**src/rtl/led_frame_scheduler_pkg.sv**
```systemverilog
// Shared definitions for the LED ring frame scheduler: FSM encoding,
// ring size and default timing parameters.
package led_frame_scheduler_pkg;

  localparam int N_LED             = 12;
  localparam int FRAME_MIN_CYC_DEF = 400000;  // 10 ms at 40 MHz
  localparam int ACK_TIMEOUT_DEF   = 8;

  // Mask shown after reset: LED 0 only
  localparam logic [N_LED-1:0] MASK_RESET = 12'h001;

  typedef enum logic [2:0] {
    IDLE  = 3'd0,
    LOAD  = 3'd1,
    KICK  = 3'd2,
    ACK   = 3'd3,
    DRAIN = 3'd4,
    HOLD  = 3'd5
  } state_t;

endpackage

```
**src/rtl/led_mask_gen.sv**
```systemverilog
// Combinational LED mask generator: dot mode lights LED pos only, bar mode
// lights LEDs 0..pos. Positions above N_LED-1 are filtered by the caller.
module led_mask_gen
  import led_frame_scheduler_pkg::*;
(
  input  logic [3:0]       pos,
  input  logic             mode,
  output logic [N_LED-1:0] mask
);

  logic [N_LED-1:0] one_hot;
  logic [N_LED-1:0] bar;

  // Bar is (2<<pos)-1; doing it modulo 2^N_LED gives the same truncated
  // result as the 13-bit form (pos=11 wraps to 0, minus 1 = all ones).
  always_comb begin
    one_hot = N_LED'(1) << pos;
    bar     = (one_hot << 1) - N_LED'(1);
    mask    = mode ? bar : one_hot;
  end

endmodule

```
**src/rtl/led_frame_scheduler.sv**
```systemverilog
// LED frame scheduler: captures position/config updates into shadow
// registers and sends them to the LED ring driver as rate-limited frames.
//
// Handshake with the driver: drv_refresh is a one-cycle start pulse, only
// issued while drv_busy=0; the driver acknowledges by raising drv_busy
// within ACK_TIMEOUT cycles and lowering it when transmission is done.
// The drv_* data outputs are stable from the refresh pulse until busy drops.
module led_frame_scheduler
  import led_frame_scheduler_pkg::*;
#(
  parameter int FRAME_MIN_CYC = FRAME_MIN_CYC_DEF,
  parameter int ACK_TIMEOUT   = ACK_TIMEOUT_DEF
) (
  input  logic        clk,
  input  logic        res_n,
  input  logic        pos_valid,
  input  logic [3:0]  pos,
  input  logic        mode,
  input  logic        cfg_valid,
  input  logic [1:0]  cfg_colour,
  input  logic [7:0]  cfg_intensity,
  input  logic        drv_busy,
  output logic        drv_refresh,
  output logic [11:0] drv_led_mask,
  output logic [1:0]  drv_colour,
  output logic [7:0]  drv_intensity,
  output logic        pending,
  output logic        ack_err,
  output logic [2:0]  dbg_state
);

  localparam int FCW = (FRAME_MIN_CYC > 1) ? $clog2(FRAME_MIN_CYC) : 1;
  localparam int ACW = $clog2(ACK_TIMEOUT + 1);
  localparam logic [FCW-1:0] FRAME_LAST = FCW'(FRAME_MIN_CYC - 1);
  // ack_cnt is cleared as the pulse leaves KICK, so it reads k-1 in the
  // k-th cycle after the pulse; the error lands ACK_TIMEOUT cycles after it.
  localparam logic [ACW-1:0] ACK_LAST =
    ACW'((ACK_TIMEOUT >= 2) ? (ACK_TIMEOUT - 2) : 0);
  localparam logic [3:0] POS_MAX = 4'(N_LED - 1);

  state_t           state;
  state_t           next_state;
  logic [N_LED-1:0] gen_mask;
  logic [N_LED-1:0] shadow_mask;
  logic [1:0]       shadow_colour;
  logic [7:0]       shadow_intensity;
  logic [FCW-1:0]   frame_cnt;
  logic [ACW-1:0]   ack_cnt;
  logic             pos_accept;
  logic             capture;
  logic             set_ack_err;

  assign pos_accept = pos_valid && (pos <= POS_MAX);
  assign capture    = pos_accept || cfg_valid;
  assign dbg_state  = state;

  led_mask_gen u_mask_gen (
    .pos  (pos),
    .mode (mode),
    .mask (gen_mask)
  );

  // FSM state register
  always_ff @(posedge clk or negedge res_n) begin
    if (!res_n) state <= IDLE;
    else        state <= next_state;
  end

  // Next-state logic, refresh pulse and timeout detection
  always_comb begin
    next_state  = state;
    drv_refresh = 1'b0;
    set_ack_err = 1'b0;
    case (state)
      IDLE:  if (pending && !drv_busy) next_state = LOAD;
      LOAD:  next_state = KICK;
      KICK: begin
        // Never start a frame on top of a busy driver; wait it out instead
        if (!drv_busy) begin
          drv_refresh = 1'b1;
          next_state  = ACK;
        end
      end
      ACK: begin
        if (drv_busy) begin
          next_state = DRAIN;
        end else if (ack_cnt >= ACK_LAST) begin
          set_ack_err = 1'b1;
          next_state  = HOLD;
        end
      end
      DRAIN: if (!drv_busy) next_state = HOLD;
      HOLD:  if (frame_cnt == FRAME_LAST) next_state = IDLE;
      default: next_state = IDLE;
    endcase
  end

  // Shadow registers: latest accepted strobe wins, in any state
  always_ff @(posedge clk or negedge res_n) begin
    if (!res_n) begin
      shadow_mask      <= MASK_RESET;
      shadow_colour    <= '0;
      shadow_intensity <= '0;
    end else begin
      if (pos_accept) shadow_mask <= gen_mask;
      if (cfg_valid) begin
        shadow_colour    <= cfg_colour;
        shadow_intensity <= cfg_intensity;
      end
    end
  end

  // Pending flag: set by any capture, cleared by LOAD unless a capture coincides
  always_ff @(posedge clk or negedge res_n) begin
    if (!res_n)               pending <= 1'b1;
    else if (capture)         pending <= 1'b1;
    else if (state == LOAD)   pending <= 1'b0;
  end

  // Driver-facing data only changes in LOAD
  always_ff @(posedge clk or negedge res_n) begin
    if (!res_n) begin
      drv_led_mask  <= MASK_RESET;
      drv_colour    <= '0;
      drv_intensity <= '0;
    end else if (state == LOAD) begin
      drv_led_mask  <= shadow_mask;
      drv_colour    <= shadow_colour;
      drv_intensity <= shadow_intensity;
    end
  end

  // Frame counter: restarts at the refresh pulse, saturates at its last value
  always_ff @(posedge clk or negedge res_n) begin
    if (!res_n)                       frame_cnt <= '0;
    else if (drv_refresh)             frame_cnt <= '0;
    else if (frame_cnt != FRAME_LAST) frame_cnt <= frame_cnt + 1'b1;
  end

  // Ack counter: cleared in KICK, counts cycles spent waiting in ACK
  always_ff @(posedge clk or negedge res_n) begin
    if (!res_n)                                 ack_cnt <= '0;
    else if (state == KICK)                     ack_cnt <= '0;
    else if (state == ACK && ack_cnt < ACK_LAST) ack_cnt <= ack_cnt + 1'b1;
  end

  // Sticky acknowledge error, cleared only by reset
  always_ff @(posedge clk or negedge res_n) begin
    if (!res_n)           ack_err <= 1'b0;
    else if (set_ack_err) ack_err <= 1'b1;
  end

endmodule

```
**config.mk**
```make
export PLATFORM = sky130hd
export DESIGN_NAME = led_frame_scheduler
export DESIGN_NICKNAME = d
export VERILOG_FILES = /design/src/rtl/led_frame_scheduler_pkg.sv /design/src/rtl/led_mask_gen.sv /design/src/rtl/led_frame_scheduler.sv
export SDC_FILE = /design/constraint.sdc
export NUM_CORES = 1
export LEC_CHECK = 0
export BUFFER_PORTS_ARGS = -buffer_cell sky130_fd_sc_hd__buf_4
export CAP_MARGIN = 20
export CELL_PAD_IN_SITES_DETAIL_PLACEMENT = 0
export CELL_PAD_IN_SITES_GLOBAL_PLACEMENT = 1
export CORE_MARGIN = 2
export CORE_UTILIZATION = 29
export CTS_CLUSTER_SIZE = 24
export DETAILED_ROUTE_END_ITERATION = 8
export PLACE_DENSITY_LB_ADDON = 0.1
export SYNTH_ARGS = -nofsm -noshare
export SYNTH_HDL_FRONTEND = slang
export SYNTH_SLANG_ARGS = --single-unit
```
**constraint.sdc**
```tcl
create_clock -name clk -period 1.72 [get_ports clk]
set_input_delay 0.43 -clock clk [delete_from_list [all_inputs] [get_ports clk]]
set_output_delay 0.43 -clock clk [all_outputs]
set_load 0.02 [all_outputs]
```
==> results of run 1 <==
-- layout by cell type, fill, tap and decap left out, types with 4 or more instances in the layout --
cell | synthesis | routed
nand2b_1 | 6 | 5
nor2b_1 | 4 | 4
nand4_1 | 4 | 4
clkbuf_16 | 0 | 10
o21ai_0 | 16 | 11
nand2_1 | 20 | 20
nor2_1 | 19 | 18
a21oi_1 | 12 | 11
xor2_1 | 4 | 4
dfrtp_1 | 69 | 68
a31oi_1 | 8 | 7
a22o_1 | 4 | 4
xnor2_1 | 5 | 5
inv_1 | 8 | 8
mux2_2 | 34 | 33
nand3_1 | 9 | 8
buf_4 | 0 | 96
-- layout make-up --
| type | instances | area share |
|---|---|---|
| flip-flops and latches | 72 | 0.374 |
| well taps | 147 | 0.0380 |
| clock buffers | 10 | 0.0473 |
| repair buffers | 102 | 0.170 |
| clock inverters | 6 | 0.0145 |
| multi-input cells | 219 | 0.349 |
| inverters | 9 | 0.00802 |
-- critical path, stage by stage, from the launching register on --
cell	delay (ns)
dfrtp_2	0.40
nand2b_4	0.14
or3_4	0.37
clkinv_4	0.07
buf_6	0.11
-- Yosys cell counts (3+ instances only) --
master    count
nor4b_1       3
nand2_1      20
nor2_1       19
nor2b_1       4
clkbuf_1     10
buf_2         5
nand3_1       9
ha_1          4
mux2_2       34
dfrtp_1      69
o21ai_0      16
a21oi_1      12
and4_1        3
nand2b_1      6
mux2i_1       3
dfstp_2       3
xor2_1        4
xnor2_1       5
nor3_1        6
nand4_1       4
o21a_1        3
a21o_1        3
or4_1         3
a22o_1        4
inv_1         8
o31ai_1       3
a31oi_1       8
-- per-layer routing --
layer | up-vias | track usage | wire, µm
li1 | 1353 | - | -
met1 | 1355 | 0.192 | 4190
met2 | 59 | 0.213 | 3850
met3 | 14 | 0.0455 | 445
met4 | 0 | 0.0650 | 216
met5 | - | 0 | 0
-- kinds of logic after synthesis --
group,after synthesis,synth area share
adder cells (fa/ha/maj),4,0.0142
AO/OA/AOI/OAI,72,0.140
AND/OR/NAND/NOR,97,0.157
multiplexers,37,0.117
flip-flops,72,0.512
buffers and inverters,29,0.0369
XOR/XNOR,9,0.0224
-- per-stage QoR --
stage	TNS, ns	utilization	instance area (µm²)
finish	-0.323	0.406	4840
global route	-0.724	0.406	4840
CTS	-0.334	0.402	4790
detailed placement	-0.356	0.372	4430
global placement	-0.183	0.372	4430
floorplan	-0.476	-	3640
-- sequential cells by signal, summed over array words and instances, names as in the netlist --
name,count
ack_err,1
shadow_intensity,8
dbg_state,3
drv_colour,2
pending,1
ack_cnt,4
shadow_colour,2
drv_led_mask,12
frame_cnt,19
shadow_mask,12
drv_intensity,8
-- worst max-delay path by stage --
stage | startpoint | to | slack [ns] | cells past startpoint
after floorplan | dbg_state[2] | drv_refresh | -0.12 | 6
after global placement | pos[2] | shadow_mask[3] | -0.06 | 7
after detailed placement | pos[2] | shadow_mask[11] | -0.10 | 8
after CTS | dbg_state[2] | drv_refresh | -0.17 | 4
after global routing | dbg_state[2] | drv_refresh | -0.19 | 4
final | dbg_state[2] | drv_refresh | -0.15 | 4
-- power breakdown --
group          total [W]  internal [W]  switching (W)  leakage (nW)
clock network    0.00189       0.00113       0.000758         0.135
logic            0.00271       0.00136        0.00134          1.17
registers        0.00243       0.00215       0.000281         0.897
total            0.00703       0.00464        0.00238          2.20
-- timing repair --
item                       4_1_cts  5_1_grt
setup endpoints to repair        8       25
gates resized for setup          7        8
gates cloned                     1        1
buffers inserted                 1        1
pin swaps                        4        4
==> metrics.md, run 1 <==
| Metric | Value |
|---|---|
| Req. time, crit path | 1.29 ns |
| IR drop worst, VDD | 685 µV |
| Area contributors post-synth | dfrtp_1, mux2_2, o21ai_0, dfstp_2, nand2_1 |
| Synth area leader | dfrtp_1 |
| Die area | 13000 µm² |
| First-pass GRT wire length | 14400 µm |
| Post-route insts no fill | 565 |
| GR Overflow Total | 0 |
| WL/cell | 15.4 µm |
| Post-Syn Nets | 344 |
| Largest net degree at the start of global routing | 27 |
| Hold_buf cts | 0 |
| FF-to-FF Start | frame_cnt[15] |
| FF-to-FF setup slack | -0.05 ns |
| Setup violators final | 6 |
| Critical path class | flop to output pin |
| Avg Cell Area, Syn | 11.0 µm² |
| Synth Register Bits | 72 |
| Clock root buffer | clkbuf_16 |
| Initial Util | 0.296 |
| IO Pins | 48 |
| Maxcap violations | 0 |
| Hold slack final | 0.00637 ns |
| Nets | 437 |
| H-Tree Depth | 3 |
| Clock-pin slew on the worst setup and hold paths | 0.06 ns |
| DP HPWL | 5990 µm |
| Initial antenna violation count | 0 |
| Final ANT Viol Nets | 0 |
| Synth cell types | 66 |
| Core Footprint | 11900 µm² |
| R2R depth | 5 |
| Pre-antenna DRT Iters | 5 |
| Drt total wl | 8700 µm |
| Area delta synth->final | 37.3% |
| Final Max Tran Viols | 0 |
| CP Capture Type | output pin |
| ANT cells | 0 |
| Worst-Margin Slew | 0.372 ns |
| Critical Path AT | 1.44 ns |
| Register area | 1810 µm² |
| Primary FF master, synth | dfrtp_1 |
| DP Worst Slack | -0.100 ns |
| Total global-route track usage | 0.144 |
| Gpl congestion | 0.751 |
| Clock Skew | 0.00450 ns |
| Placed insts | 545 |
| Peak Freq | 535 MHz |
| Via count | 2781 |
| Critical path peak fanout | 2 |
| Slew HR | 0.752 |
| Pwr/cell area | 1450 nW/µm² |
| Post-synth EDFFs | 0 |
| Vias in the first global route | 2829 |
| Die height | 114 µm |
| Clk buf depth | 2 |
| Cell area after synthesis | 3520 µm² |
| Share of cells above drive strength 1 | 0.440 |
| I/O Buffers | 47 |
| RR Endpoint | dbg_state[2] |
| Clk Latency, worst-skew pair | 0.34 ns |
| P_leak | 2.20 nW |
| Post-synthesis sequential area ratio | 0.512 |
| Vias per Instance | 4.92 |
| Multi-input gate area | 1690 µm² |
| Failing checks | negative setup slack |
| Tcrit/Tclk final | 1.09 |
| Top cell type's share of synthesized area | 0.490 |
| TritonCTS clock tree | done |
| FP Rows | 40 |
| Pwr Total | 0.00703 W |
| Sinks on Clock Net | 72 |
| Chip width | 114 µm |
| Synth Instances | 320 |
| Status | finished, violations left |
| Initial DRC Count | 116 |
| Number of buffers created by CTS | 9 |
| Post-route worst setup slack | -0.150 ns |
| Hold Path Class | input pin to asynchronous set/reset pin |
| Yosys warns | 0 |
| Fill cells | 1203 |
| DR DRC count | 0 |
| Fraction of registers with async set/reset | 1.00 |
| RSZ-0062 raised after global routing | true |
| Final Hold Vio Count | 0 |
| Startpoint Class | flop |
| Min Tclk post-route | 1.87 ns |
Note: power is estimated with default switching activity, not from simulation.
==> run 2, diff against run 1 <==
- ABC_CLOCK_PERIOD_IN_PS: unset -> 1720
- MAX_ROUTING_LAYER: unset -> met4
==> run 2 against run 1 <==
- the flow still finishes with violations (negative setup slack)
- core utilization stayed put
- hold slack worse by 0.00073 ns
- register-to-register slack hardly changed
- count of clock-buffer cells in the layout stayed put
- sequential power hardly changed
- first-iteration DRC count stayed put
- design area stayed put
- via count is 0.14% lower
- power hardly changed
- wire length hardly changed
- clock skew hardly changed
- highest routed layer unchanged
- critical endpoint unchanged
==> metrics.md, run 2 (synthesis gave the netlist of run 1 again) <==
| Metric | Value |
|---|---|
| Status | finished, violations left |
| Failing checks | negative setup slack |
| Most flops, register | frame_cnt |
| Maxcap violations | 0 (unchanged) |
| CP Capture Type | output pin |
| Total global-route track usage | 0.148 (+0.00425) |
| Req. time, crit path | 1.29 ns (about the same) |
| Peak Freq | 535 MHz (about the same) |
| Die area | 13000 µm² (unchanged) |
| Pre-antenna DRT Iters | 4 (-1) |
| Initial Util | 0.296 (unchanged) |
| FF-to-FF setup slack | -0.05 ns (about the same) |
| ANT cells | 0 (unchanged) |
| H-Tree Depth | 3 (unchanged) |
| Max reg flops | 19 (unchanged) |
| DR DRC count | 0 (unchanged) |
| DP HPWL | 5990 µm (unchanged) |
| Largest stage delay on the critical path | 0.40 ns (about the same) |
| Nets | 437 (unchanged) |
| Slew HR | 0.753 (+0.000963) |
| Placed insts | 545 (unchanged) |
| Hold Path Class | input pin to asynchronous set/reset pin |
| Number of buffers created by CTS | 9 (unchanged) |
| Largest net degree at the start of global routing | 27 (unchanged) |
| CP delay by family, top | simple AND/OR/NAND/NOR gates |
| Initial antenna violation count | 0 (unchanged) |
| Sw frac | 0.339 (about the same) |
| Final instance area | 4840 µm² (unchanged) |
| Clock Skew | 0.00448 ns (-0.0000175 ns) |
| Via count | 2777 (-0.14%) |
| Critical Path AT | 1.44 ns (about the same) |
| Clock root buffer | clkbuf_16 |
| RSZ-0062 raised after global routing | true |
| Hold_buf cts | 0 (unchanged) |
| WL/cell | 15.4 µm (about the same) |
| TritonCTS clock tree | done |
| Final Hold Vio Count | 0 (unchanged) |
| Vias per Instance | 4.92 (-0.14%) |
| Share of cells above drive strength 1 | 0.440 (unchanged) |
| Clk Latency, worst-skew pair | 0.34 ns (about the same) |
| DP Worst Slack | -0.100 ns (unchanged) |
| Setup violators final | 6 (unchanged) |
| Core Footprint | 11900 µm² (unchanged) |
| Vias in the first global route | 2830 (+0.035%) |
| Area delta synth->final | 37.3% (unchanged) |
| Die height | 114 µm (unchanged) |
| Tcrit/Tclk final | 1.09 (about the same) |
| First-pass GRT wire length | 14400 µm (unchanged) |
| Slowest cell on the critical path | dfrtp_2 |
| P_leak | 2.20 nW (unchanged) |
| IR drop worst, VDD | 685 µV (about the same) |
| I/O Buffers | 47 (unchanged) |
| Clk buf depth | 2 (unchanged) |
| Clk pwr share | 0.269 (about the same) |
| GR Overflow Total | 0 (unchanged) |
| Min Tclk post-route | 1.87 ns (+0.000149 ns) |
| Pwr/cell area | 1450 nW/µm² (about the same) |
| Initial DRC Count | 116 (unchanged) |
| Commonest non-fill, non-tap cells in the layout | buf_4, dfrtp_1, mux2_2 |
| Switching pwr | 0.00238 W (about the same) |
| Clock-pin slew on the worst setup and hold paths | 0.06 ns (about the same) |
| Sinks on Clock Net | 72 (unchanged) |
| IO Pins | 48 (unchanged) |
| Top flop regs | frame_cnt: 19 flops, drv_led_mask: 12 flops, shadow_mask: 12 flops |
| Post-route insts no fill | 565 (unchanged) |
| Startpoint Class | flop |
| Gpl congestion | 0.761 (+1.3%) |
| Post-route worst setup slack | -0.150 ns (-0.000149 ns) |
| Drt total wl | 8690 µm (about the same) |
| Commonest non-fill, non-tap cell in the layout | buf_4 |
| Combinational share of power | 0.385 (about the same) |
| Sequential Power Share | 0.346 (about the same) |
| FP Rows | 40 (unchanged) |
| Worst-Margin Slew | 0.370 ns (-0.00145 ns) |
| Chip width | 114 µm (unchanged) |
| Final ANT Viol Nets | 0 (unchanged) |
| CP bufs+invs | 2 (unchanged) |
| Critical path class | flop to output pin |
| Internal power | 0.00464 W (unchanged) |
| Final Max Tran Viols | 0 (unchanged) |
| Hold slack final | 0.00563 ns (-0.000735 ns) |
| Final Core Density | 0.406 (unchanged) |
| Critical path, cell by cell | nand2b_4 > or3_4 > clkinv_4 > buf_6 |
| Critical path peak fanout | 2 (unchanged) |
| Post-DP Area | 4430 µm² (unchanged) |
## run 2: through the flow
step           power (W)  TNS, ns
2_1_floorplan    0.00400   -0.476
3_3_place_gp     0.00500   -0.183
3_5_place_dp     0.00502   -0.356
4_1_cts          0.00705   -0.334
5_1_grt          0.00748   -0.724
6_report         0.00703   -0.319
## run 2: layer usage
| metal | vias to the layer above | GRT usage | part of all wire |
|---|---|---|---|
| met5 | - | - | 0 |
| met4 | 0 | 0.0650 | 0.025 |
| met3 | 14 | 0.0413 | 0.044 |
| met2 | 56 | 0.213 | 0.44 |
| met1 | 1353 | 0.194 | 0.49 |
| li1 | 1354 | - | - |
## run 2: cell type report
| type | instances | area [µm²] |
|---|---|---|
| tap | 147 | 184 |
| sequential | 72 | 1810 |
| timing repair buffer | 102 | 822 |
| multi-input combinational | 219 | 1690 |
| inverter | 9 | 38.8 |
| clock buffer | 10 | 229 |
| fill | 1203 | 7070 |
| clock inverter | 6 | 70.1 |
## run 2: power by group through the flow
| stage | Combinational, W | Sequential [W] | Clock, W |
|---|---|---|---|
| floorplan | 0.00120 | 0.00280 | 0 |
| global placement | 0.00255 | 0.00246 | 0 |
| detailed placement | 0.00255 | 0.00247 | 0 |
| CTS | 0.00265 | 0.00244 | 0.00196 |
| global route | 0.00295 | 0.00250 | 0.00203 |
| finish | 0.00271 | 0.00243 | 0.00189 |
## run 2: path summary, 6_finish.rpt
path                                        from             endpoint  cells after the start
max in group asynchronous                  res_n       shadow_mask[0]                      2
worst max register to register     frame_cnt[15]         dbg_state[2]                      5
worst min register to register    shadow_mask[3]       shadow_mask[3]                      1
worst max-delay path                dbg_state[2]          drv_refresh                      4
worst min-delay path                       res_n           ack_cnt[0]                      1
min in group clk                cfg_intensity[3]  shadow_intensity[3]                      2
## run 2: timing repair
| action | 4_1_cts | 5_1_grt |
|---|---|---|
| buffers inserted | 1 | 1 |
| pin swaps | 4 | 4 |
| gates cloned | 1 | 1 |
| endpoints found under the hold margin | 0 | 0 |
| resized for setup | 7 | 8 |
| endpoints found under the setup margin | 8 | 25 |
==> run 3, diff against run 2 <==
- ABC_AREA: unset -> 1
==> run 3 against run 2 <==
- the flow now finishes without violations
- synthesized area up 2.8%
- power down 1.9%
- clock skew up 0.0050 ns
- non-clock buffer count down 33
- sequential power up 4%
- largest cell class unchanged
- final cell count up 24%
- via count up 10%
- highest routed layer unchanged
==> metrics.md, run 3 <==
| Metric | Value |
|---|---|
| Status | completed |
| First-pass GRT wire length | 14800 µm (+2.4%) |
| Post-route worst setup slack | 0.0547 ns (+0.205 ns) |
| P_leak | 2.26 nW (+2.9%) |
| Sinks on Clock Net | 72 (unchanged) |
| Share of cells above drive strength 1 | 0.224 (-0.217) |
| Startpoint Class | flop |
| Fraction of registers with async set/reset | 1.00 (unchanged) |
| Critical path peak fanout | 2 (unchanged) |
| Cell area after synthesis | 3620 µm² (+2.8%) |
| Yosys warns | 0 (unchanged) |
| Synth cell types | 33 (-50%) |
| Final Core Density | 0.383 (-0.0232) |
| Drt total wl | 8760 µm (+0.83%) |
| IR drop worst, VDD | 769 µV (+12%) |
| Core Footprint | 12100 µm² (+1.7%) |
| Top flop regs | frame_cnt: 19 flops, drv_led_mask: 12 flops, shadow_mask: 12 flops |
| Chip width | 116 µm (+1.3%) |
| RSZ-0062 raised after global routing | true |
| Slowest cell on the critical path | dfrtp_2 |
| Synth area leader | dfrtp_1 |
| Largest stage delay on the critical path | 0.41 ns (about the same) |
| Setup violators final | 0 (-6) |
| Initial DRC Count | 143 (+23%) |
| Maxcap violations | 0 (unchanged) |
| Max reg flops | 19 (unchanged) |
| FP Rows | 40 (unchanged) |
| Most flops, register | frame_cnt |
| Clock-pin slew on the worst setup and hold paths | 0.06 ns (about the same) |
| Post-synthesis sequential area ratio | 0.499 (-0.0138) |
| Initial Util | 0.299 (+0.00317) |
| Final Max Tran Viols | 0 (unchanged) |
| Pre-antenna DRT Iters | 4 (unchanged) |
| Post-route setup TNS | 0 ns (+0.319 ns) |
| Req. time, crit path | 1.29 ns (about the same) |
| Clk Latency, worst-skew pair | 0.33 ns (about the same) |
| Post-synth EDFFs | 0 (unchanged) |
| Tcrit/Tclk final | 0.968 (-0.119) |
| Hold Path Class | input pin to flop |
| Final ANT Viol Nets | 0 (unchanged) |
| Largest net degree at the start of global routing | 35 (+30%) |
| Post-route insts no fill | 700 (+24%) |
| Synth cell count leaders | nand2_1, dfrtp_1, nor2_1 |
| Worst-Margin Slew | 0.417 ns (+0.0470 ns) |
| Vias per Instance | 4.38 (-11%) |
| Final Hold Vio Count | 0 (unchanged) |
| GR Overflow Total | 0 (unchanged) |
| Area delta synth->final | 28.1% |
| Via count | 3065 (+10%) |
| WL/cell | 12.5 µm (-19%) |
| DP HPWL | 6450 µm (+7.7%) |
| Primary FF master, synth | dfrtp_1 |
| Clock Skew | 0.00947 ns (+0.00498 ns) |
| CP delay by family, top | flip-flops |
| Pwr/cell area | 1490 nW/µm² (+2.4%) |
| H-Tree Depth | 3 (unchanged) |
| Area contributors post-synth | dfrtp_1, nand2_1, nor2_1, inv_1, nand3_1 |
| Die area | 13400 µm² (+2.7%) |
| Commonest non-fill, non-tap cell in the layout | nand2_1 |
| Critical path class | flop to output pin |
| CP bufs+invs | 3 (+1) |
| DP Worst Slack | 0.0138 ns (+0.114 ns) |
| DR DRC count | 0 (unchanged) |
| Clk buf depth | 2 (unchanged) |
| I/O Buffers | 47 (unchanged) |
| Peak Freq | 600 MHz (+12%) |
| Most used cell, CP | inv_2 |
| Slew HR | 0.720 (-0.0335) |
| Die height | 116 µm (+1.3%) |
| Critical Path AT | 1.24 ns (-0.20 ns) |
| IO Pins | 48 (unchanged) |
| Total global-route track usage | 0.148 (about the same) |
| Top cell type's share of synthesized area | 0.477 (-0.0132) |
| Synth Register Bits | 72 (unchanged) |
| Post-Syn Nets | 481 (+40%) |
| Avg Cell Area, Syn | 7.92 µm² (-28%) |
| Critical path, cell by cell | inv_2 > nand2_2 > nor2_4 > nand2_4 > inv_2 > buf_6 |
| FF-to-FF setup slack | 0.25 ns (+0.30 ns) |
| Placed insts | 679 (+25%) |
| ANT cells | 0 (unchanged) |
| Gpl congestion | 0.836 (+9.9%) |
| Commonest non-fill, non-tap cells in the layout | nand2_1, dfrtp_1, buf_4 |
| Fill cells | 1325 (+10%) |
| Vias in the first global route | 3041 (+7.5%) |
| Clock root buffer | clkbuf_16 |
| Synth Instances | 457 (+43%) |
| TritonCTS clock tree | done |
| Cell with the most instances after synthesis | nand2_1 |
| CP Capture Type | output pin |
| Nets | 551 (+26%) |
| Initial antenna violation count | 0 (unchanged) |
| Number of buffers created by CTS | 9 (unchanged) |
| Min Tclk post-route | 1.67 ns (-0.205 ns) |
-- run 3: cell count changes after synthesis, sizes merged, moves of 8 or more --
cell	previous run	this run
mux2	34	0
o21ai	16	45
clkbuf	11	3
nor2	19	56
inv	9	54
nand3	9	29
nand2	21	134
-- run 3: worst paths after layout --
kind                                       end  cells after the start             start
hold reg to reg                        ack_err                      1           ack_err
max in group asynchronous       shadow_mask[0]                      3             res_n
min in group asynchronous        frame_cnt[17]                      2             res_n
setup reg to reg                  frame_cnt[1]                      8      frame_cnt[1]
hold / removal             shadow_intensity[1]                      3  cfg_intensity[1]
setup / recovery                   drv_refresh                      6      dbg_state[2]
-- run 3: kinds of logic (layout without fill, tap and decap cells) --
kind of cell | after synthesis | in the layout | share of synthesized area
and+or+nand+nor | 238 | 238 | 0.296
DFF | 72 | 72 | 0.499
xor gates and xnor gates | 6 | 6 | 0.0145
AOI/OAI and AO/OA | 71 | 71 | 0.105
adders and majority gates | 4 | 4 | 0.0138
buffers and inverters | 66 | 141 | 0.0726
-- run 3: worst register-to-register path, cell delays in order, from the launching register on --
cell	delay (ns)
dfrtp_1	0.37
ha_1	0.19
nand2_2	0.09
nor2_4	0.17
inv_2	0.04
nor2_1	0.16
nand3_1	0.18
nand3_1	0.12
nand2_1	0.05
-- run 3: area by class of cell --
type,count,area [µm²],area share
clock buffer,10,229,0.0494
clock inverter,6,70.1,0.0151
inverter,56,210,0.0453
multi-input combinational,319,1560,0.336
sequential,72,1810,0.390
tap,168,210,0.0453
timing repair buffer,69,549,0.118
-- run 3: stage by stage --
stage / instance area (µm²) / hold WS (ns) / power, W
floorplan: 3620 / 0.134 / 0.00404
global placement: 4280 / 0.306 / 0.00501
detailed placement: 4280 / 0.304 / 0.00502
CTS: 4630 / 0.287 / 0.00701
global route: 4640 / 0.299 / 0.00743
finish: 4640 / 0.299 / 0.00690
-- run 3: power by group --
part	switching (W)	internal (W)	leakage [nW]
Clock	0.000734	0.00113	0.135
Combinational	0.00149	0.00103	1.22
Sequential	0.000337	0.00218	0.906
-- run 3: what timing repair did --
| action | CTS | global route |
|---|---|---|
| hold buffers | 1 | 0 |
| hold endpoints to repair | 10 | 0 |
| setup endpoints to repair | 1 | 1 |
| buffers inserted | 3 | 1 |
| gates cloned | 0 | 0 |
| resized for setup | 5 | 0 |
| pin swaps | 2 | 1 |
-- run 3: metal layers --
metal	vias up	wire, µm	track usage
li1	1607	-	-
met1	1394	4370	0.196
met3	11	402	0.0418
met2	53	3870	0.217
met5	-	0	-
met4	0	125	0.0516
